### src/rtl/vfd_pkg.sv
// rtl/vfd_pkg.sv - Shared widths, FSM encoding and high-time helper for the VFD PWM generator
package vfd_pkg;

    localparam int PER_W  = 16;
    localparam int DUTY_W = 8;
    localparam int FREQ_W = 10;

    typedef enum logic [1:0] {
        ST_IDLE = 2'd0,
        ST_CALC = 2'd1,
        ST_RUN  = 2'd2
    } vfd_state_t;

    localparam logic [1:0] S_IDLE = ST_IDLE;
    localparam logic [1:0] S_CALC = ST_CALC;
    localparam logic [1:0] S_RUN  = ST_RUN;

    // 24-bit product, upper 16 bits kept: high = period * duty / 256
    function automatic logic [PER_W-1:0] high_time(input logic [PER_W-1:0] per,
                                                   input logic [DUTY_W-1:0] d);
        return PER_W'((24'(per) * 24'(d)) >> DUTY_W);
    endfunction

endpackage

### src/rtl/vfd_pwm_gen_if.sv
// rtl/vfd_pwm_gen_if.sv - Control and status bundle between the HMI side and the PWM generator
interface vfd_pwm_gen_if;
    import vfd_pkg::*;

    logic              pluse_us;
    logic              en;
    logic [FREQ_W-1:0] freq;
    logic [DUTY_W-1:0] duty;
    logic              pwm;
    logic [DUTY_W-1:0] cur_duty;
    logic              busy;
    logic              range_err;

    modport master (
        output pluse_us, en, freq, duty,
        input  pwm, cur_duty, busy, range_err
    );

    modport slave (
        input  pluse_us, en, freq, duty,
        output pwm, cur_duty, busy, range_err
    );

endinterface

### src/rtl/div16x10.sv
// rtl/div16x10.sv - Sequential restoring divider, 16-bit dividend by 10-bit divisor, one bit per cycle
module div16x10 (
    input  logic        clk,
    input  logic        rst,
    input  logic        start,
    input  logic        abort,
    input  logic [15:0] dividend,
    input  logic [9:0]  divisor,
    output logic        busy,
    output logic        done,
    output logic [15:0] quotient
);

    logic [9:0]  rem;
    logic [9:0]  dvs;
    logic [15:0] quo;
    logic [3:0]  iter;
    logic [10:0] shifted;
    logic [9:0]  sub;
    logic        borrow;

    // Remainder stays below the divisor, so the low 10 bits of the difference are exact
    always_comb begin
        shifted = {rem, quo[15]};
        borrow  = shifted < {1'b0, dvs};
        sub     = shifted[9:0] - dvs;
    end

    always_ff @(posedge clk) begin
        if (rst || abort) begin
            rem  <= '0;
            dvs  <= '0;
            quo  <= '0;
            iter <= '0;
            busy <= 1'b0;
            done <= 1'b0;
        end else begin
            done <= 1'b0;
            if (start) begin
                rem  <= '0;
                dvs  <= divisor;
                quo  <= dividend;
                iter <= '0;
                busy <= 1'b1;
            end else if (busy) begin
                if (borrow) begin
                    rem <= shifted[9:0];
                    quo <= {quo[14:0], 1'b0};
                end else begin
                    rem <= sub;
                    quo <= {quo[14:0], 1'b1};
                end
                iter <= iter + 4'd1;
                if (iter == 4'd15) begin
                    busy <= 1'b0;
                    done <= 1'b1;
                end
            end
        end
    end

    assign quotient = quo;

endmodule

### src/rtl/vfd_pwm_gen.sv
// rtl/vfd_pwm_gen.sv - VFD boost PWM: freq-to-period divider, soft-start duty ramp, glitch-free reload
module vfd_pwm_gen
    import vfd_pkg::*;
#(
    parameter int CLK_KHZ  = 50000,
    parameter int MAX_FREQ = 500,
    parameter int RAMP_US  = 100
) (
    input  logic         clk_sys,
    input  logic         rst,
    vfd_pwm_gen_if.slave bus
);

    localparam logic [PER_W-1:0]  DIVIDEND = PER_W'(CLK_KHZ);
    localparam logic [FREQ_W:0]   MAX_F    = (FREQ_W + 1)'(MAX_FREQ);
    localparam logic [15:0]       RAMP_TOP = 16'(RAMP_US - 1);

    logic [1:0]        state;
    logic [FREQ_W-1:0] freq_lat;
    logic [PER_W-1:0]  period;
    logic [PER_W-1:0]  shadow;
    logic              shadow_pend;
    logic [PER_W-1:0]  cnt;
    logic [PER_W-1:0]  high;
    logic [DUTY_W-1:0] cur_duty;
    logic              pwm_q;
    logic [15:0]       ramp_cnt;

    logic              range_err;
    logic              halt;
    logic              freq_chg;
    logic              wrap;
    logic              ramp_tick;
    logic [PER_W-1:0]  next_per;

    logic              div_start;
    logic              div_busy;
    logic              div_done;
    logic [PER_W-1:0]  div_q;

    always_comb begin
        range_err = (bus.freq == '0) || ({1'b0, bus.freq} > MAX_F);
        halt      = !bus.en || range_err;
        freq_chg  = bus.freq != freq_lat;
        // IDLE always launches a division; elsewhere only a new freq value does
        div_start = !halt && ((state == S_IDLE) || freq_chg);
        wrap      = (state == S_RUN) && (({1'b0, cnt} + 17'd1) >= {1'b0, period});
        next_per  = shadow_pend ? shadow : period;
        ramp_tick = bus.pluse_us && (ramp_cnt == RAMP_TOP);
    end

    div16x10 u_div (
        .clk      (clk_sys),
        .rst      (rst),
        .start    (div_start),
        .abort    (halt),
        .dividend (DIVIDEND),
        .divisor  (bus.freq),
        .busy     (div_busy),
        .done     (div_done),
        .quotient (div_q)
    );

    always_ff @(posedge clk_sys) begin
        if (rst) begin
            state       <= S_IDLE;
            freq_lat    <= '0;
            period      <= '0;
            shadow      <= '0;
            shadow_pend <= 1'b0;
            cnt         <= '0;
            high        <= '0;
            cur_duty    <= '0;
            pwm_q       <= 1'b0;
            ramp_cnt    <= '0;
        end else if (halt) begin
            state       <= S_IDLE;
            period      <= '0;
            shadow_pend <= 1'b0;
            cnt         <= '0;
            high        <= '0;
            cur_duty    <= '0;
            pwm_q       <= 1'b0;
            ramp_cnt    <= '0;
        end else begin
            if (div_start) begin
                freq_lat <= bus.freq;
            end
            case (state)
                S_IDLE: begin
                    pwm_q <= 1'b0;
                    state <= S_CALC;
                end
                S_CALC: begin
                    pwm_q <= 1'b0;
                    if (div_done && !div_start) begin
                        shadow <= div_q;
                        period <= div_q;
                        cnt    <= '0;
                        high   <= high_time(div_q, cur_duty);
                        state  <= S_RUN;
                    end
                end
                S_RUN: begin
                    pwm_q <= cnt < high;
                    // Period and high time only ever change on a wrap, so pulses are never cut
                    if (wrap) begin
                        cnt         <= '0;
                        period      <= next_per;
                        high        <= high_time(next_per, cur_duty);
                        shadow_pend <= 1'b0;
                    end else begin
                        cnt <= cnt + 1'b1;
                    end
                    if (div_done && !div_start) begin
                        shadow      <= div_q;
                        shadow_pend <= 1'b1;
                    end
                    if (bus.pluse_us) begin
                        ramp_cnt <= ramp_tick ? '0 : ramp_cnt + 16'd1;
                    end
                    if (cur_duty > bus.duty) begin
                        cur_duty <= bus.duty;
                    end else if (ramp_tick && (cur_duty < bus.duty)) begin
                        cur_duty <= cur_duty + 1'b1;
                    end
                end
                default: state <= S_IDLE;
            endcase
        end
    end

    assign bus.pwm       = pwm_q;
    assign bus.cur_duty  = cur_duty;
    assign bus.busy      = div_busy;
    assign bus.range_err = range_err;

endmodule

### src/flat_wrapper.sv
// flat-port wrapper written by rule: the top's interface ports become plain ports
module vfd_pwm_gen_flat import vfd_pkg::*;
#(
    parameter int CLK_KHZ  = 50000,
    parameter int MAX_FREQ = 500,
    parameter int RAMP_US  = 100
)
  (clk_sys, rst, bus_pluse_us, bus_en, bus_freq, bus_duty, bus_pwm, bus_cur_duty, bus_busy, bus_range_err);
  vfd_pwm_gen_if bus_i ();
  input  logic clk_sys;
  input  logic rst;
  input wire logic [$bits(bus_i.pluse_us)-1:0] bus_pluse_us;
  input wire logic [$bits(bus_i.en)-1:0] bus_en;
  input wire logic [$bits(bus_i.freq)-1:0] bus_freq;
  input wire logic [$bits(bus_i.duty)-1:0] bus_duty;
  output wire logic [$bits(bus_i.pwm)-1:0] bus_pwm;
  output wire logic [$bits(bus_i.cur_duty)-1:0] bus_cur_duty;
  output wire logic [$bits(bus_i.busy)-1:0] bus_busy;
  output wire logic [$bits(bus_i.range_err)-1:0] bus_range_err;
  assign bus_i.pluse_us = bus_pluse_us;
  assign bus_i.en = bus_en;
  assign bus_i.freq = bus_freq;
  assign bus_i.duty = bus_duty;
  assign bus_pwm = bus_i.pwm;
  assign bus_cur_duty = bus_i.cur_duty;
  assign bus_busy = bus_i.busy;
  assign bus_range_err = bus_i.range_err;
  vfd_pwm_gen #(.CLK_KHZ(CLK_KHZ), .MAX_FREQ(MAX_FREQ), .RAMP_US(RAMP_US)) u_core (.clk_sys(clk_sys), .rst(rst), .bus(bus_i));
endmodule
### config.mk
export PLATFORM = sky130hd
export DESIGN_NAME = vfd_pwm_gen_flat
export DESIGN_NICKNAME = d
export VERILOG_FILES = /design/src/rtl/vfd_pkg.sv /design/src/rtl/vfd_pwm_gen_if.sv /design/src/rtl/div16x10.sv /design/src/rtl/vfd_pwm_gen.sv /design/src/flat_wrapper.sv
export SDC_FILE = /design/constraint.sdc
export NUM_CORES = 1
export LEC_CHECK = 0
export CAP_MARGIN = 25
export CORE_ASPECT_RATIO = 0.8
export CORE_MARGIN = 2
export CORE_UTILIZATION = 31
export DETAILED_ROUTE_END_ITERATION = 12
export SLEW_MARGIN = 15
export SYNTH_ARGS = -nofsm -noshare
export SYNTH_HDL_FRONTEND = slang
export SYNTH_SLANG_ARGS = --single-unit
### constraint.sdc
create_clock -name clk_sys -period 9.34 [get_ports clk_sys]
set_clock_uncertainty 0.2 [all_clocks]
set_input_delay 1.401 -clock clk_sys [delete_from_list [all_inputs] [get_ports clk_sys]]
set_output_delay 1.401 -clock clk_sys [all_outputs]
set_load 0.02 [all_outputs]
# ---- Word level (Yosys, flattened, before mapping)
# Cells that the tools add are included.
dict set report totals {
  reg_bits 144
  output_inout_bits 11
}
dict set report op_classes {
  eq_ne 7
  bitwise 3
  muxes 26
  n_lt_le_gt_ge 6
  add_sub_neg 6
  mul 2
  reduce_logical 32
}
# operator count
set ops {}
lappend ops {{16-bit 2-to-1 mux} 10}
lappend ops {{16-bit one-hot mux with 2 select lines} 3}
lappend ops {{16-bit by 8-bit multiplier with 24-bit output} 2}
lappend ops {{16-bit by 1-bit adder with 16-bit output (second input constant)} 2}
lappend ops {{16-bit by 1-bit adder with 17-bit output (second input constant)} 1}
lappend ops {{17-bit by 16-bit >= comparator with 1-bit output} 1}
lappend ops {{16-bit by 7-bit equality test with 1-bit output (second input constant)} 1}
lappend ops {{16-bit less-than comparator} 1}
lappend ops {{8-bit 2-to-1 mux} 2}
lappend ops {{2-bit AND reduction} 6}
lappend ops {{11-bit by 10-bit less-than comparator with 1-bit output} 1}
lappend ops {{10-bit by 9-bit > comparator with 1-bit output (second input constant)} 1}
lappend ops {{10-bit logical NOT} 1}
lappend ops {{10-bit 2-to-1 mux} 1}
lappend ops {{10-bit != test} 1}
lappend ops {{2-bit nonzero test} 5}
lappend ops {{10-bit subtractor} 1}
lappend ops {{8-bit by 1-bit adder with 8-bit output (second input constant)} 1}
lappend ops {{8-bit > comparator} 1}
lappend ops {{8-bit less-than comparator} 1}
lappend ops {{2-bit OR reduction} 4}
lappend ops {{1-bit 2-to-1 mux} 7}
lappend ops {{2-bit one-hot mux with 3 select lines} 1}
lappend ops {{3-bit AND reduction} 2}
lappend ops {{13 further kinds} 25}

# ---- Longest topological paths before layout
# Gate-level depths: netlist of run 1.
dict set report logic_depth {
  ltp_word 9
  ltp_mapped 21
  ltp_nobuf 19
}

# ---- Hierarchy
# A second synthesis of run 1 with hierarchy kept.
dict set report unflattened {
  hier_cells 1904
  area_unflattened_um2 15966.6
}
# mod instances area_per_inst_um2 seq_area_each_um2 cells_per_inst
set modules_own_cells {}
lappend modules_own_cells {vfd_pwm_gen 1 13693.1 2042.0 1638}
lappend modules_own_cells {div16x10 1 2273.4 840.8 266}

# ---- Worst setup path after synthesis of run 1
# No wires, ideal clock.
dict set report synth_path {
  path_kind {flip-flop to flip-flop}
  start {register u_core.shadow_pend}
  end {register u_core.high[13]}
  stages_incl_launch_ff 19
  path_slack_ns 3.403
  period_less_slack_ns 5.937
  setup_ns 0.103
  t_arrival_ns 5.634
  t_required_ns 9.037
  cell_sequence {dfxtp_1 -> buf_6 -> clkbuf_1 -> mux2i_1 -> nor2b_1 -> fa_1 -> fa_1 -> fa_1 -> inv_1 -> fa_1 -> inv_1 -> ha_1 -> and2_0 -> a22o_1 -> o31a_4 -> a31oi_4 -> o31ai_1 -> o211a_1 -> a2111oi_2}
}
dict set report synth_between {
  elab_chain_cells 4
}
# element line_no
set synth_rtl {}
lappend synth_rtl {{start, declared} vfd_pwm_gen.sv:22} ;# logic shadow_pend;
lappend synth_rtl {{start signal, assigned} vfd_pwm_gen.sv:70} ;# shadow_pend <= 1'b0;
lappend synth_rtl {{start signal, assigned} vfd_pwm_gen.sv:79} ;# shadow_pend <= 1'b0;
lappend synth_rtl {{start signal, assigned} vfd_pwm_gen.sv:111} ;# shadow_pend <= 1'b0;
lappend synth_rtl {{16-bit 2-to-1 mux} vfd_pwm_gen.sv:48} ;# next_per = shadow_pend ? shadow : period;
lappend synth_rtl {{16-bit by 8-bit multiplier with 24-bit output} vfd_pkg.sv:21} ;# return PER_W'((24'(per) * 24'(d)) >> DUTY_W);
lappend synth_rtl {{16-bit 2-to-1 mux} vfd_pwm_gen.sv:107} ;# if (wrap) begin
lappend synth_rtl {{16-bit one-hot mux with 2 select lines} vfd_pwm_gen.sv:89} ;# case (state)
lappend synth_rtl {{end signal, assigned} vfd_pwm_gen.sv:100} ;# high <= high_time(div_q, cur_duty);
lappend synth_rtl {{end signal, assigned} vfd_pwm_gen.sv:110} ;# high <= high_time(next_per, cur_duty);
lappend synth_rtl {{end, declared} vfd_pwm_gen.sv:24} ;# logic [PER_W-1:0] high;
# Every way passes these cells. The select of a mux whose other input is x is not followed.
# A chain may end at the register's enable or synchronous reset.

# ---- Final worst setup path of run 1
dict set report layout_path {
  start {register u_core.shadow_pend}
  end {register u_core.high[9]}
}
# Same word-level chain as after synthesis.

==> summary.txt, run 1 <==
Run status
  – Outcome: finished, final reports clean

Setup path
  – Flop-to-flop setup slack: 2.82 ns
  – Ordered cell list for the critical path: buf_4, mux2i_1, nor2b_1, fa_1, fa_1, fa_1, inv_1, fa_1, inv_1, ha_1, a2111oi_0, nand4b_1, a21oi_1, a21oi_1, o21ai_0, or3b_1, nand3_1
  – Peak per-stage delay on the critical path: 0.80 ns
  – Startpoint of the worst setup timing path: u_core.shadow_pend
  – Cell occurring most often along the worst timing path: sky130_fd_sc_hd__fa_1
  – Launch point of the worst reg-to-reg path: u_core.shadow_pend
  – Worst Path Required: 9.53 ns
  – Worst setup SP type: flip-flop
  – Number of cells on the worst reg-to-reg path: 17
  – Data arrival time at the worst-slack endpoint: 6.71 ns
  – Largest fanout of any net on the critical path: 20
  – Endpoint class of the critical path: flip-flop
  – CP Class: flip-flop to flip-flop
  – Slowest CP cell: sky130_fd_sc_hd__mux2i_1
  – Crit Reg-Reg Endpoint: u_core.high[9]

Yosys
  – Net count of the mapped netlist: 2,216
  – Number of enable flip-flop cells after synthesis: 0
  – Synth top cells by count: 261 x sky130_fd_sc_hd__inv_1, 167 x sky130_fd_sc_hd__fa_1, 153 x sky130_fd_sc_hd__nand2_1
  – Gate count after technology mapping: 1,887
  – Synth unique cells: 76
  – Cells taking the most area after synthesis: sky130_fd_sc_hd__fa_1 21%, sky130_fd_sc_hd__dfxtp_1 18%, sky130_fd_sc_hd__ha_1 11%, sky130_fd_sc_hd__inv_1 6.2%, sky130_fd_sc_hd__mux2i_1 4.0%
  – Sequential element share of the synthesized area: 18.2%
  – Async set-or-reset flop fraction in the synthesized netlist: 0%
  – Flip-flop cell with the highest count after synthesis: sky130_fd_sc_hd__dfxtp_1
  – Post-synth top area cell: sky130_fd_sc_hd__fa_1
  – Post-synthesis cell area: 0.0158 mm^2
  – Yosys top cell area share: 21.1%
  – Ys Warns: 0
  – Register bit total from synthesis: 144
  – Post-synthesis average cell area: 8.39 um^2
  – Most used standard cell by instance count after synthesis: sky130_fd_sc_hd__inv_1

Clock tree
  – Post-CTS Repair Setup Buffers: 0
  – TritonCTS clock tree: yes
  – Maximum clock insertion buffer count: 2
  – Clock Sinks: 144
  – Post_cts resized: 0
  – Clock-pin slew of the registers on the worst-case setup and hold paths: 0.08 ns
  – Number of H-tree levels: 4
  – Later-pin clock latency in the skew report: 0.45 ns
  – Number of buffers added by the clock tree synthesis step: 17
  – Clock root buffer: sky130_fd_sc_hd__clkbuf_16
  – Hold-fix buffers, CTS: 0

Routing
  – Initial drt markers: 801
  – Via count: 12,800
  – DRC viols: 0
  – Drt via density: 4.99
  – Pre-antenna DRT Iters: 7
  – Avg WL per Cell: 16.3 um
  – Final wirelength: 41.9 mm
  – Count of nets left with antenna violations after detail routing: 0

Power
  – Highest ir drop seen on vdd: 0.0000910 V
  – Lkg Pwr: 7.53 nW
  – PD cells: 82.0 mW/mm^2

Global routing
  – Pin count of the biggest net entering global routing: 56
  – GRT Resource Usage Total: 16.3%
  – Global-route congestion overflow total: 0
  – Via count of the first global-routing pass: 12,900
  – Wire length of the first global-routing pass: 69.7 mm
  – Antenna violations before repair: 0

Placement
  – Dpl ws: 2.87 ns
  – Routability Congestion: 0.898
  – Detail Placement HPWL: 31.1 mm
  – Total of buffers placed on input and output ports: 32

STA
  – Summed negative setup slack over all endpoints: 0 ns
  – Final-report max-slew violation count: 0
  – Final hold violation count: 0
  – Setup repair after global routing missed its margin: no
  – Setup violation total in the final timing report: 0
  – Fin crit period: 6.52 ns
  – Transition time at the pin with the least slew margin: 0.935 ns
  – Crit path setup slack, layout: 2.82 ns
  – Smallest hold slack: 0.255 ns
  – Max-slew headroom: 35.9%
  – Portion of the clock cycle consumed by the worst path in the final layout: 69.8%
  – Highest attainable clock frequency: 0.153 GHz

Final layout
  – Fillers: 5,330
  – Proportion of layout cells with a drive suffix above 1: 3.83%
  – Area growth from synthesis to layout: 10.2%
  – Fin util: 34.4%
  – Diode insertion count for antenna repair: 0
  – Number of nets in the final layout: 2,198

Floorplanning
  – Initial cell density of the core: 31.2%
  – Number of top-level design ports: 33
  – Count of standard-cell rows: 74
  – Die height: 206 um
  – Die Outline Area: 0.0529 mm^2
  – Core region area: 0.0507 mm^2
  – Die X: 257 um

Min path
  – Worst hold-check path type: flip-flop to flip-flop
  – Cells on Worst Hold Path: 2
  – Endpoint, Worst Hold: u_core.u_div.dvs[9]
  – Hold wc startpoint: u_core.u_div.dvs[9]

Flow run
  – Number of maximum-capacitance constraint violations: 0
-- per-stage QoR --
step | total power, mW | cell area, um^2 | instances
floorplan | 0.676 | 15800 | 1887
global placement | 0.702 | 16800 | 2533
detailed placement | 0.704 | 16800 | 2533
CTS | 1.45 | 17400 | 2565
global route | 1.48 | 17400 | 2566
finish | 1.43 | 17400 | 2566
-- sequential cells by signal (all words and copies together), names as in the netlist --
register / count
u_core.bus.cur_duty: 8
u_core.bus.pwm: 1
u_core.cnt: 16
u_core.freq_lat: 10
u_core.high: 16
u_core.period: 16
u_core.ramp_cnt: 16
u_core.shadow: 16
u_core.shadow_pend: 1
u_core.state: 2
u_core.u_div.busy: 1
u_core.u_div.done: 1
u_core.u_div.dvs: 10
u_core.u_div.iter: 4
u_core.u_div.quotient: 16
u_core.u_div.rem: 10
-- how the worst max path moves through the flow --
stage               depth (start not counted)  slack [ns]              end
global placement                           18        3.04  u_core.high[13]
detailed placement                         17        2.87   u_core.high[9]
global route                               17        2.47   u_core.high[8]
CTS                                        17        2.83   u_core.high[9]
floorplan                                  18        3.40  u_core.high[13]
finish                                     17        2.82   u_core.high[9]
-- area by class of cell --
class / count / area [um^2] / share of cell area [%]
clock buffer: 17 / 425 / 2.44
timing repair buffer: 55 / 500 / 2.87
inverter: 261 / 980 / 5.62
multi-input combinational: 1390 / 11600 / 66.5
clock inverter: 15 / 193 / 1.10
tap: 684 / 856 / 4.91
sequential: 144 / 2880 / 16.5
-- layout by cell type (no fill, tap or decap), types with 7 or more instances in the layout --
cell type,count
sky130_fd_sc_hd__nor3_1,18
sky130_fd_sc_hd__nand2_1,153
sky130_fd_sc_hd__and2_1,86
sky130_fd_sc_hd__a211oi_1,27
sky130_fd_sc_hd__clkdlybuf4s50_1,32
sky130_fd_sc_hd__a21oi_1,110
sky130_fd_sc_hd__o21ai_0,44
sky130_fd_sc_hd__a21o_1,17
sky130_fd_sc_hd__nor2b_1,96
sky130_fd_sc_hd__xor2_1,40
sky130_fd_sc_hd__buf_4,22
sky130_fd_sc_hd__xnor2_1,28
sky130_fd_sc_hd__clkbuf_16,17
sky130_fd_sc_hd__nand3_1,38
sky130_fd_sc_hd__nand2b_1,15
sky130_fd_sc_hd__dfxtp_1,143
sky130_fd_sc_hd__o21a_1,12
sky130_fd_sc_hd__and3_1,27
sky130_fd_sc_hd__nor2_1,149
sky130_fd_sc_hd__o21ai_1,15
sky130_fd_sc_hd__mux2i_1,63
sky130_fd_sc_hd__a31oi_1,7
sky130_fd_sc_hd__inv_1,261
sky130_fd_sc_hd__fa_1,167
sky130_fd_sc_hd__nand4_1,13
sky130_fd_sc_hd__ha_1,139
sky130_fd_sc_hd__or3_1,15
sky130_fd_sc_hd__o211ai_1,21
-- critical path, delay by kind of cell (launching register included) --
| kind | cells | cell delay [ns] |
|---|---|---|
| buffers and inverters | 3 | 0.47 |
| adder cells (fa/ha/maj) | 5 | 2.49 |
| flip-flops | 1 | 0.44 |
| AND/OR/NAND/NOR | 4 | 0.75 |
| AO/OA/AOI/OAI | 4 | 1.28 |
| multiplexers | 1 | 0.80 |
-- report_power, final --
part           internal [mW]  switching [mW]  total (mW)
registers              0.617         0.00446       0.622
clock network          0.408           0.333       0.741
logic                 0.0266          0.0414      0.0680
total                   1.05           0.378        1.43
-- per-layer routing --
metal  global-route usage, %  part of all wire [%]  routed length (um)
met1                    23.7                    50               20900
met2                    25.6                    44               18500
met3                    2.77                   4.8                2010
met4                    2.97                   1.0                 433
met5                       0                     0                   0
-- cells by family after synthesis --
family | synth area share [%]
adder cells (fa/ha/maj) | 32.2
XOR/XNOR | 3.76
AND/OR/NAND/NOR | 21.0
multiplexers | 3.98
AO/OA/AOI/OAI | 12.4
flip-flops | 18.2
buffers and inverters | 8.48
Power figures use the tool's default switching activity.
==> inputs of run 2 (changes only) <==
- clock period: 9.34 -> 6.67 ns (I/O delays scaled with it)
==> run 2 against run 1 <==
  * Register-to-register slack worse by 2.1 ns
  * Sequential power grew 40%
  * Worst hold slack better by 0.0024 ns
  * Sequential cell count did not move
  * Global-route usage rose by 0.36 points
  * Critical path depth rose by 1
  * Via count grew 1.6%
  * Clock-buffer cell count up 1
==> summary.txt, run 2 (synthesis results as in run 1) <==
Clock tree
  – Later-pin clock latency in the skew report: 0.46 ns (about the same)
  – Hold-fix buffers, CTS: 0 (unchanged)
  – Post-CTS Repair Setup Buffers: 0 (unchanged)
  – Clock Sinks: 144 (unchanged)
  – Maximum clock insertion buffer count: 2 (unchanged)
  – Clock-pin slew of the registers on the worst-case setup and hold paths: 0.08 ns (about the same)
  – Post_cts resized: 0 (unchanged)
  – Number of H-tree levels: 4 (unchanged)
  – Clock root buffer: sky130_fd_sc_hd__clkbuf_16
  – TritonCTS clock tree: yes
  – Number of buffers added by the clock tree synthesis step: 17 (unchanged)

Routing
  – Drt via density: 5.03 (+0.78%)
  – Count of nets left with antenna violations after detail routing: 0 (unchanged)
  – Final wirelength: 42.8 mm (+2.2%)
  – Wire length the detailed router placed on met1: 21.3 mm (+1.8%)
  – Avg WL per Cell: 16.5 um (+1.4%)
  – DRC viols: 0 (unchanged)
  – Highest routed layer: met4
  – Via count: 13,000 (+1.6%)
  – Initial drt markers: 937 (+17%)
  – Routed wire length on met3: 2.44 mm (+22%)
  – Met2 layer wire length in the routed design: 18.7 mm (+0.84%)
  – Pre-antenna DRT Iters: 5 (-2)

Setup path
  – Slowest CP cell: sky130_fd_sc_hd__fa_1
  – Number of cells on the worst reg-to-reg path: 18 (+1)
  – Crit Reg-Reg Endpoint: u_core.high[8]
  – Largest fanout of any net on the critical path: 24 (+20%)
  – Flop-to-flop setup slack: 0.68 ns (-2.14 ns)
  – Worst setup SP type: flip-flop
  – Worst Path Required: 6.81 ns (-2.72 ns)
  – Cell occurring most often along the worst timing path: sky130_fd_sc_hd__fa_1
  – Launch point of the worst reg-to-reg path: u_core.shadow_pend
  – Ordered cell list for the critical path: buf_4, mux2i_1, buf_4, nor2_1, fa_1, fa_1, fa_1, inv_1, fa_1, inv_1, ha_1, a2111oi_0, nand4b_1, a21oi_1, a21oi_1, or3_1, a31oi_1, a21oi_1
  – CP Class: flip-flop to flip-flop
  – Data arrival time at the worst-slack endpoint: 6.13 ns (-0.58 ns)
  – Peak per-stage delay on the critical path: 0.54 ns (-0.26 ns)
  – Endpoint class of the critical path: flip-flop

Floorplanning
  – Count of standard-cell rows: 74 (unchanged)
  – Die height: 206 um (unchanged)
  – Die X: 257 um (unchanged)
  – Core region area: 0.0507 mm^2 (unchanged)
  – Initial cell density of the core: 31.2% (unchanged)
  – Number of top-level design ports: 33 (unchanged)
  – Die Outline Area: 0.0529 mm^2 (unchanged)

Power
  – Lkg Pwr: 7.60 nW (+0.84%)
  – PD cells: 108 mW/mm^2 (+32%)
  – Highest ir drop seen on vdd: 0.000150 V (+65%)

Global routing
  – Via count of the first global-routing pass: 12,900 (-0.51%)
  – Pin count of the biggest net entering global routing: 60 (+7.1%)
  – Wire length of the first global-routing pass: 70.4 mm (+1.0%)
  – GRT Resource Usage Total: 16.7% (+0.36 points)
  – Antenna violations before repair: 0 (unchanged)
  – Global-route congestion overflow total: 0 (unchanged)

Final layout
  – Proportion of layout cells with a drive suffix above 1: 4.78% (+0.96 points)
  – Number of nets in the final layout: 2,218 (+0.91%)
  – Fillers: 5,334 (+0.075%)
  – Area growth from synthesis to layout: 11.0%
  – Most common cell after layout, fill and taps aside: sky130_fd_sc_hd__inv_1
  – Diode insertion count for antenna repair: 0 (unchanged)
  – Fin util: 34.6% (+0.25 points)
  – Total area of multi-input combinational cells: 0.0116 mm^2 (unchanged)
  – Most frequent cells in the layout: 261 x sky130_fd_sc_hd__inv_1, 167 x sky130_fd_sc_hd__fa_1, 153 x sky130_fd_sc_hd__nand2_1
  – Sequential Area: 0.00288 mm^2 (unchanged)

STA
  – Fin crit period: 5.99 ns (-0.530 ns)
  – Summed negative setup slack over all endpoints: 0 ns (unchanged)
  – Final-report max-slew violation count: 0 (unchanged)
  – Smallest hold slack: 0.257 ns (+0.00240 ns)
  – Final hold violation count: 0 (unchanged)
  – Max-slew headroom: 32.9% (-3.0 points)
  – Highest attainable clock frequency: 0.167 GHz (+8.9%)
  – Portion of the clock cycle consumed by the worst path in the final layout: 89.8% (+20 points)
  – Setup repair after global routing missed its margin: no
  – Setup violation total in the final timing report: 0 (unchanged)
  – Transition time at the pin with the least slew margin: 1.00 ns (+0.0651 ns)
  – Crit path setup slack, layout: 0.681 ns (-2.14 ns)

Min path
  – Hold wc startpoint: u_core.u_div.dvs[9]
  – Cells on Worst Hold Path: 2 (unchanged)
  – Endpoint, Worst Hold: u_core.u_div.dvs[9]
  – Worst hold-check path type: flip-flop to flip-flop

Placement
  – Total of buffers placed on input and output ports: 32 (unchanged)
  – Dpl ws: 0.732 ns (-2.13 ns)
  – Detail Placement HPWL: 33.2 mm (+6.9%)
  – Routability Congestion: 0.873 (-2.8%)

Flow run
  – Number of maximum-capacitance constraint violations: 0 (unchanged)

Run status
  – Outcome: finished, final reports clean
run 2: cell count changes in the layout (fill, tap and decap cells not counted), sizes merged:
cell	delta
clkinvlp	+3
clkinv	-1
bufinv	-2
buf	+20
clkbuf	+1
inv	-1
run 2: power by group:
| part | internal, mW | leakage [nW] | switching (mW) |
|---|---|---|---|
| Combinational | 0.0383 | 6.17 | 0.0587 |
| Sequential | 0.865 | 1.16 | 0.00661 |
| Clock | 0.490 | 0.262 | 0.445 |
| Total | 1.39 | 7.60 | 0.510 |
run 2: how the worst max path moves through the flow:
| stage | start | slack [ns] | cells past startpoint | end |
|---|---|---|---|---|
| 5_1_grt | u_core.shadow_pend | 0.29 | 18 | u_core.high[8] |
| 3_5_place_dp | u_core.bus.cur_duty[6] | 0.73 | 17 | u_core.high[13] |
| 3_3_place_gp | u_core.shadow_pend | 0.85 | 18 | u_core.high[9] |
| 2_1_floorplan | u_core.shadow_pend | 0.73 | 18 | u_core.high[13] |
| 4_1_cts | u_core.shadow_pend | 0.72 | 19 | u_core.high[13] |
| 6_report | u_core.shadow_pend | 0.68 | 18 | u_core.high[8] |
run 2: metal layers:
metal / up-vias / GRT usage (%)
met5: - / 0
met4: 0 / 3.26
met3: 31 / 2.43
met2: 361 / 25.8
met1: 6454 / 24.6
li1: 6163 / -
run 2: layout make-up:
class                   count  area share, %
well taps                 684           4.87
clock buffers              18           2.44
inverters                 261           5.58
repair buffers             75           3.92
clock inverters            14          0.733
flip-flops and latches    144           16.4
multi-input cells        1390           66.0
run 2: critical path: cells and delay by family, from the launching register on:
family | cells | cell delay, ns
AND/OR/NAND/NOR | 3 | 0.58
buffers and inverters | 4 | 0.64
adder cells (fa/ha/maj) | 5 | 2.48
flip-flops | 1 | 0.35
AO/OA/AOI/OAI | 5 | 1.38
multiplexers | 1 | 0.23
run 2: stage by stage:
step           power (mW)  instance area [um^2]  std cells
2_1_floorplan       0.947                 15800       1887
3_3_place_gp        0.985                 17000       2552
3_5_place_dp        0.987                 17000       2552
4_1_cts              1.92                 17500       2584
5_1_grt              1.96                 17600       2586
6_report             1.90                 17600       2586
==> inputs of run 3 (changes only) <==
- CORE_UTILIZATION: 31 -> 65
- HOLD_SLACK_MARGIN: default -> 0.15
- PLACE_DENSITY: default -> 0.83
==> run 3 against run 2 <==
  * Non-clock buffer count down 7
  * Final area is 2.8% lower
  * Combinational power fell by 3.9%
  * Sequential cell count unchanged
  * Total power up 3.0%
  * Worst hold slack worse by 0.0083 ns
  * Via count rose by 2.5%
  * Critical endpoint is now u_core.high[13]
  * Largest cell class unchanged
==> summary.txt, run 3 (synthesis results as in run 1) <==
Final layout
  – Most frequent cells in the layout: 261 x sky130_fd_sc_hd__inv_1, 167 x sky130_fd_sc_hd__fa_1, 153 x sky130_fd_sc_hd__nand2_1
  – Most common cell after layout, fill and taps aside: sky130_fd_sc_hd__inv_1
  – Diode insertion count for antenna repair: 0 (unchanged)
  – Fillers: 1,823 (-66%)
  – Number of nets in the final layout: 2,211 (-0.32%)
  – Proportion of layout cells with a drive suffix above 1: 4.49% (-0.30 points)
  – Total area of multi-input combinational cells: 0.0116 mm^2 (unchanged)
  – Count of placed standard cells in the final layout, fillers left out: 2,213 (-14%)
  – Fin util: 70.8% (+36 points)
  – Sequential Area: 0.00288 mm^2 (unchanged)
  – Area growth from synthesis to layout: 7.91%
  – Area of all placed cells without fillers: 0.0171 mm^2 (-2.8%)

Setup path
  – Peak per-stage delay on the critical path: 0.87 ns (+0.33 ns)
  – Worst Path Required: 6.82 ns (about the same)
  – Data arrival time at the worst-slack endpoint: 6.51 ns (+0.38 ns)
  – Ordered cell list for the critical path: buf_4, mux2i_1, nor2b_1, fa_1, fa_1, fa_1, inv_1, fa_1, inv_1, ha_1, and2_0, a22o_1, o31a_4, a31oi_4, o31ai_1, o211a_1, a2111oi_2
  – Endpoint class of the critical path: flip-flop
  – Cell occurring most often along the worst timing path: sky130_fd_sc_hd__fa_1
  – Worst setup SP type: flip-flop
  – CP Class: flip-flop to flip-flop
  – Largest fanout of any net on the critical path: 24 (unchanged)
  – Slowest CP cell: sky130_fd_sc_hd__mux2i_1

Routing
  – DRC viols: 0 (unchanged)
  – Drt via density: 6.03 (+20%)
  – Final wirelength: 41.3 mm (-3.4%)
  – Via count: 13,300 (+2.5%)
  – Avg WL per Cell: 18.7 um (+13%)
  – Count of nets left with antenna violations after detail routing: 0 (unchanged)
  – Initial drt markers: 1,272 (+36%)
  – Pre-antenna DRT Iters: 8 (+3)

Placement
  – Routability Congestion: 0.966 (+11%)
  – Detail Placement HPWL: 30.5 mm (-8.2%)
  – Number of placed instances, taps included: 2,180 (-15%)
  – Dpl ws: 0.392 ns (-0.340 ns)
  – Total of buffers placed on input and output ports: 32 (unchanged)
  – Placement-stage cell area: 0.0165 mm^2 (-3.1%)

STA
  – Smallest hold slack: 0.249 ns (-0.00834 ns)
  – Final hold violation count: 0 (unchanged)
  – Summed negative setup slack over all endpoints: 0 ns (unchanged)
  – Max-slew headroom: 22.8% (-10 points)
  – Setup repair after global routing missed its margin: no
  – Highest attainable clock frequency: 0.157 GHz (-5.8%)
  – Crit path setup slack, layout: 0.311 ns (-0.370 ns)
  – Portion of the clock cycle consumed by the worst path in the final layout: 95.3% (+5.5 points)
  – Transition time at the pin with the least slew margin: 1.16 ns (+0.159 ns)
  – Setup violation total in the final timing report: 0 (unchanged)
  – Final-report max-slew violation count: 0 (unchanged)
  – Fin crit period: 6.36 ns (+0.370 ns)

Clock tree
  – TritonCTS clock tree: yes
  – Post_cts resized: 0 (unchanged)
  – Clock Sinks: 144 (unchanged)
  – Clock root buffer: sky130_fd_sc_hd__clkbuf_16
  – Hold-fix buffers, CTS: 0 (unchanged)
  – Number of buffers added by the clock tree synthesis step: 17 (unchanged)
  – Later-pin clock latency in the skew report: 0.45 ns (about the same)
  – Clock-pin slew of the registers on the worst-case setup and hold paths: 0.08 ns (about the same)
  – Post-CTS Repair Setup Buffers: 0 (unchanged)
  – Number of H-tree levels: 4 (unchanged)
  – Maximum clock insertion buffer count: 2 (unchanged)

Power
  – Sw Pwr: 0.551 mW (+8.0%)
  – Clock power frac: 50.7% (+1.6 points)
  – Logic gate share of total power: 4.8% (-0.3 points)
  – Switching part of the total power: 28.1% (+1.3 points)
  – Highest ir drop seen on vdd: 0.000115 V (-24%)
  – Overall power: 1.96 mW (+3.0%)
  – Flop pwr share: 44.5% (-1.3 points)
  – Lkg Pwr: 7.58 nW (-0.20%)
  – PD cells: 115 mW/mm^2 (+6.0%)
  – Internal Pwr Total: 1.41 mW (+1.2%)

Floorplanning
  – Die Outline Area: 0.0256 mm^2 (-52%)
  – Initial cell density of the core: 65.6% (+34 points)
  – Number of top-level design ports: 33 (unchanged)
  – Count of standard-cell rows: 51 (-31%)
  – Core region area: 0.0241 mm^2 (-52%)
  – Die height: 144 um (-30%)
  – Die X: 178 um (-30%)

Global routing
  – GRT Resource Usage Total: 33.6% (+17 points)
  – Wire length of the first global-routing pass: 67.3 mm (-4.4%)
  – Via count of the first global-routing pass: 13,000 (+1.2%)
  – Antenna violations before repair: 1 (+1)
  – Pin count of the biggest net entering global routing: 55 (-8.3%)
  – Global-route congestion overflow total: 0 (unchanged)

Min path
  – Worst hold-check path type: flip-flop to flip-flop

Run status
  – Outcome: finished, final reports clean

Flow run
  – Number of maximum-capacitance constraint violations: 0 (unchanged)
==> run 3: changes by cell type in the layout (fill, tap and decap cells not counted), sizes merged <==
cell	delta
buf	-7
clkinv	+4
clkinvlp	-3
clkbuf	-1
==> run 3: power by group through the flow <==
stage	sequential, mW	clock [mW]	combinational (mW)
floorplan	0.887	0	0.0599
global placement	0.893	0	0.0894
detailed placement	0.893	0	0.0914
CTS	0.873	0.999	0.0918
global route	0.874	1.03	0.101
finish	0.873	0.994	0.0932
==> run 3: worst paths after layout <==
path,from,to,slack [ns],depth (start not counted)
max,u_core.shadow_pend,u_core.high[13],0.31,17
min,u_core.u_div.dvs[9],u_core.u_div.dvs[9],0.25,2
min reg2reg,u_core.u_div.dvs[9],u_core.u_div.dvs[9],0.25,2
max reg2reg,u_core.shadow_pend,u_core.high[13],0.31,17
==> run 3: per-layer routing <==
| metal | GRT usage (%) | up-vias | share of wire (%) |
|---|---|---|---|
| met5 | 0 | - | 0 |
| met4 | 13.2 | 0 | 3.3 |
| met3 | 7.75 | 105 | 8.6 |
| met2 | 52.4 | 616 | 46 |
| met1 | 45.4 | 6455 | 42 |
| li1 | - | 6164 | - |
==> run 3: area by class of cell <==
type	instances	area share (%)
flip-flops and latches	144	16.9
clock inverters	15	1.08
well taps	318	2.33
multi-input cells	1390	68.0
clock buffers	17	2.49
inverters	261	5.74
repair buffers	68	3.50
==> run 3: critical path: cells and delay by family (launching register included) <==
kind	cells	cell delay, ns
buffers and inverters	3	0.44
AO/OA/AOI/OAI	6	1.63
adder cells (fa/ha/maj)	5	2.41
flip-flops	1	0.34
AND/OR/NAND/NOR	2	0.35
multiplexers	1	0.87
==> RTL change 1: new RTL, settings of run 1 <==
The package constant `DUTY_W` goes from 8 to 12.
--- a/src/rtl/vfd_pkg.sv
+++ b/src/rtl/vfd_pkg.sv
@@ -2,7 +2,7 @@
 package vfd_pkg;
 
     localparam int PER_W  = 16;
-    localparam int DUTY_W = 8;
+    localparam int DUTY_W = 12;
     localparam int FREQ_W = 10;
 
     typedef enum logic [1:0] {
Ports: changed (resized bus_cur_duty and bus_duty); port bits go from 33 to 41. The function was not compared with the original's and may differ.
==> RTL change 1 against run 1 <==
- sequential cell count is the same
- sequential share of layout area shrank 2.4 points
- routed wire length grew 16%
- area after synthesis is 18% higher
- power is 0.68% lower
- die area up 18%
- cell area rose by 17%
- sequential power hardly changed
- utilization down 0.057 points
- critical path depth is 3 higher
- count of clock-buffer cells in the layout is the same
- worst setup slack got worse by 0.23 ns
==> RTL change 1: results (changes against run 1) <==
max incr delay on CP = 0.93 ns (+0.13 ns)
#MultiIn Comb = 1609 (+16%)
Seq/Total Area, Yosys = 15.4% (-2.8 points)
Peak VDD IR = 96.2 uV (+5.7%)
combinational power = 86.8 uW (+28%)
ranking of synthesized cells by area = fa_1, dfxtp_1, ha_1, inv_1, nand2_1
Multi-input gate area = 13800 sq um (+19%)
pin slew with the least headroom to its limit = 0.972 ns (+0.0375 ns)
worst-path cell with the longest stage delay = dfxtp_1
DR pass1 iterations = 5 (-2)
Plain + repair buffers = 77 (+40%)
Fillers = 6134 (+15%)
Final nets = 2693 (+23%)
Worst Setup EP = u_core.high[11]$_SDFFE_PP0P_
ys flop type = dfxtp_1
initial drt markers = 1045 (+30%)
Net Sw Frac = 28.5% (+2.1 points)
HPWL Detailed = 35900 um (+15%)
status = finished clean
CP Max Fanout = 18 (-10%)
post-layout worst setup margin = 2.59 ns (-0.229 ns)
hold_ws = 0.247 ns (-0.00817 ns)
GRT Total Usage = 16.2% (-0.14 points)
Worst Path Arrival = 6.92 ns (+0.21 ns)
Synth cell types = 70 (-7.9%)
Reg area = 2880 sq um (unchanged)
clk_lat worst skew = 0.46 ns
Worst Hold Path Cells = 2 (unchanged)
routed wire length = 48600 um (+16%)
drt via density = 4.91 (-1.7%)
Worst R2R Start = u_core.bus.cur_duty[4]$_SDFFE_PP0P_
asr flop ratio synth = 0% (unchanged)
initial antenna violation count = 1 (+1)
Non-clock buffer share = 3.42% (+0.55 points)
leakage dissipation = 0.00915 uW (+21%)
pre-CTS setup slack = 2.66 ns (-0.210 ns)
Post-CTS Repair Setup Buffers = 0 (unchanged)
maximum number of pins on one net before global-route repair = 62 (+11%)
R2R cell count = 20 (+3)
ClkCell Share = 2.94% (-0.60 points)
# port buffers = 40 (+25%)
vias in the first global route = 15.3k (+18%)
gpl congestion = 0.851 (-5.2%)
global-route wire length before repair = 80600 um (+16%)
share of post-route cells with drive strength above 1 = 4.11% (+0.28 points)
Post-synth top cells = inv_1, nand2_1, fa_1
H-Tree Depth = 4 (unchanged)
clk pwr = 711 uW (-4.0%)
Non-clk invs = 401 (+54%)
RTL change 1: cell count changes in the layout (fill, tap and decap cells not counted), moves of 27 or more:
cell | run 1 | this run
nor2b_1 | 96 | 9
inv_1 | 261 | 401
o21ai_0 | 44 | 71
nand2_1 | 153 | 325
and2_1 | 86 | 119
fa_1 | 167 | 269
RTL change 1: logic make-up after synthesis:
logic type	synth area share, %
xor+xnor	3.75
flops	15.4
compound gates	9.54
fa+ha+maj	38.8
buf+inv	10.8
simple gates	19.4
mux	2.29
RTL change 1: layer usage:
metal | routed length (um) | vias to the layer above | GRT usage (%)
li1 | - | 7023 | -
met1 | 22600 | 7386 | 22.7
met2 | 22000 | 449 | 25.8
met3 | 2930 | 65 | 2.64
met4 | 1090 | 0 | 4.38
met5 | 0 | - | 0
RTL change 1: worst register-to-register path: stages, from the launching register on:
cell and delay, ns:
dfxtp_1 0.93, buf_4 0.36, nand2_1 0.11, fa_1 0.53
fa_1 0.53, inv_1 0.05, fa_1 0.46, fa_1 0.55
inv_1 0.06, fa_1 0.54, inv_1 0.05, ha_1 0.29
o211ai_1 0.11, a21bo_2 0.22, a41o_1 0.32, a221oi_2 0.54
nand4_1 0.20, a21o_1 0.20, a21oi_2 0.11, a31oi_1 0.07
a211oi_2 0.24
RTL change 1: through the flow:
| step | std cells | instance area, sq um | power (uW) |
|---|---|---|---|
| 6_report | 3042 | 20400 | 1420 |
| 5_1_grt | 3042 | 20400 | 1470 |
| 4_1_cts | 3041 | 20400 | 1440 |
| 3_5_place_dp | 3009 | 19800 | 724 |
| 3_3_place_gp | 3009 | 19800 | 721 |
| 2_1_floorplan | 2280 | 18700 | 692 |
==> RTL change 2: new RTL, config.mk and constraints of run 1 <==
Made on the original files. One comparison of `ramp_cnt` changes from == to >=.
--- a/src/rtl/vfd_pwm_gen.sv
+++ b/src/rtl/vfd_pwm_gen.sv
@@ -46,7 +46,7 @@
         div_start = !halt && ((state == S_IDLE) || freq_chg);
         wrap      = (state == S_RUN) && (({1'b0, cnt} + 17'd1) >= {1'b0, period});
         next_per  = shadow_pend ? shadow : period;
-        ramp_tick = bus.pluse_us && (ramp_cnt == RAMP_TOP);
+        ramp_tick = bus.pluse_us && (ramp_cnt >= RAMP_TOP);
     end
 
     div16x10 u_div (
Behaviour: same outputs for any inputs over 4 cycles, from zero or initial values and one cycle with rst high; that may be too few to reach the edited logic, so the function may still have changed.
==> RTL change 2 against run 1 <==
- cell area decreased by 1.4%
- worst setup slack got worse by 0.20 ns
- sequential power about the same
- utilization grew 0.23 points
- sequential share of layout area is 0.24 points higher
- clock power is 3.8% lower
- area after synthesis shrank 1.6%
- sequential cell count unchanged
- routed wire length down 4.6%
- power decreased by 1.9%
- critical path type unchanged
==> RTL change 2: results (changes against run 1) <==
routed wire length = 39900 um (-4.6%)
Post-synth top cells = inv_1, fa_1, nand2_1
ranking of synthesized cells by area = fa_1, dfxtp_1, ha_1, inv_1, nor2b_1
max incr delay on CP = 0.78 ns (-0.02 ns)
Hold Crit Class = reg -> reg
hold_ws = 0.253 ns (-0.00169 ns)
M1 WL = 19200 um (-8.1%)
pre-CTS setup slack = 2.43 ns (-0.440 ns)
Worst Hold End = u_core.period[14]$_SDFFE_PP0P_
gpl congestion = 0.863 (-3.9%)
Worst Path Arrival = 6.82 ns (+0.11 ns)
M1 GR Usage = 21.9% (-1.9 points)
CP Max Fanout = 14 (-30%)
Final nets = 2163 (-1.6%)
Reg2Reg Setup Slack = 2.62 ns (-0.20 ns)
Clock Power Share = 50.8% (-1.0 points)
initial antenna violation count = 1 (+1)
DR pass1 iterations = 7 (unchanged)
RR Endpoint = u_core.high[15]$_SDFFE_PP0P_
hold_sp = u_core.period[14]$_SDFFE_PP0P_
GR Util met3 = 4.15% (+1.4 points)
via count = 12.5k (-2.7%)
met2 Usage GRT = 25.2% (-0.36 points)
Peak VDD IR = 119 uV (+30%)
global-route wire length before repair = 65500 um (-6.0%)
GRT Total Usage = 16.0% (-0.33 points)
status = finished clean
Seq/Total Area, Yosys = 18.5% (+0.30 points)
leakage dissipation = 0.00737 uW (-2.2%)
maximum number of pins on one net before global-route repair = 70 (+25%)
Synth cell types = 68 (-11%)
R2R cell count = 18 (+1)
share of post-route cells with drive strength above 1 = 4.33% (+0.51 points)
HPWL Detailed = 29400 um (-5.3%)
met2 wire length = 17600 um (-5.0%)
Sw Pwr = 367 uW (-2.9%)
Rel. slew slack = 33.0% (-3.0 points)
Top Layer Used = met5
DR WL met3 = 2540 um (+27%)
==> RTL change 2: changes by cell type after synthesis, moves of 10 or more <==
cell and delta:
o21ai_1 -10, nor2_1 -19, and3_1 -14, o21ai_0 +11
a21o_1 +11, nand3_1 -13
==> RTL change 2: worst max-delay path by stage <==
stage	cells past startpoint	start	to	slack (ns)
global placement	17	u_core.shadow_pend$_SDFFE_PP0P_	u_core.high[15]$_SDFFE_PP0P_	2.58
floorplan	19	u_core.shadow_pend$_SDFFE_PP0P_	u_core.high[15]$_SDFFE_PP0P_	3.32
finish	18	u_core.shadow_pend$_SDFFE_PP0P_	u_core.high[15]$_SDFFE_PP0P_	2.62
detailed placement	17	u_core.shadow_pend$_SDFFE_PP0P_	u_core.high[15]$_SDFFE_PP0P_	2.43
global route	18	u_core.shadow_pend$_SDFFE_PP0P_	u_core.high[15]$_SDFFE_PP0P_	2.28
CTS	17	u_core.shadow_pend$_SDFFE_PP0P_	u_core.high[15]$_SDFFE_PP0P_	2.40
==> RTL change 2: final cells by class <==
cell class                      count  area (sq um)
Inverter                          259           972
Multi-Input combinational cell   1356         11400
Fill cell                        5110         32500
Timing Repair Buffer               56           538
Clock buffer                       19           453
Sequential cell                   144          2880
Clock inverter                     13           141
Tap cell                          675           845
==> RTL change 2: logic make-up after synthesis <==
group / after synthesis / synth area share, %
simple gates: 619 / 20.4
buf+inv: 348 / 8.51
fa+ha+maj: 307 / 32.7
compound gates: 298 / 12.0
flops: 144 / 18.5
xor+xnor: 74 / 4.16
mux: 58 / 3.75
==> RTL change 2: through the flow <==
step | cell area [sq um] | total power, uW | instances
after floorplan | 15600 | 676 | 1848
after global placement | 16500 | 701 | 2485
after detailed placement | 16500 | 702 | 2485
after CTS | 17100 | 1410 | 2517
after global routing | 17200 | 1440 | 2522
final | 17200 | 1400 | 2522
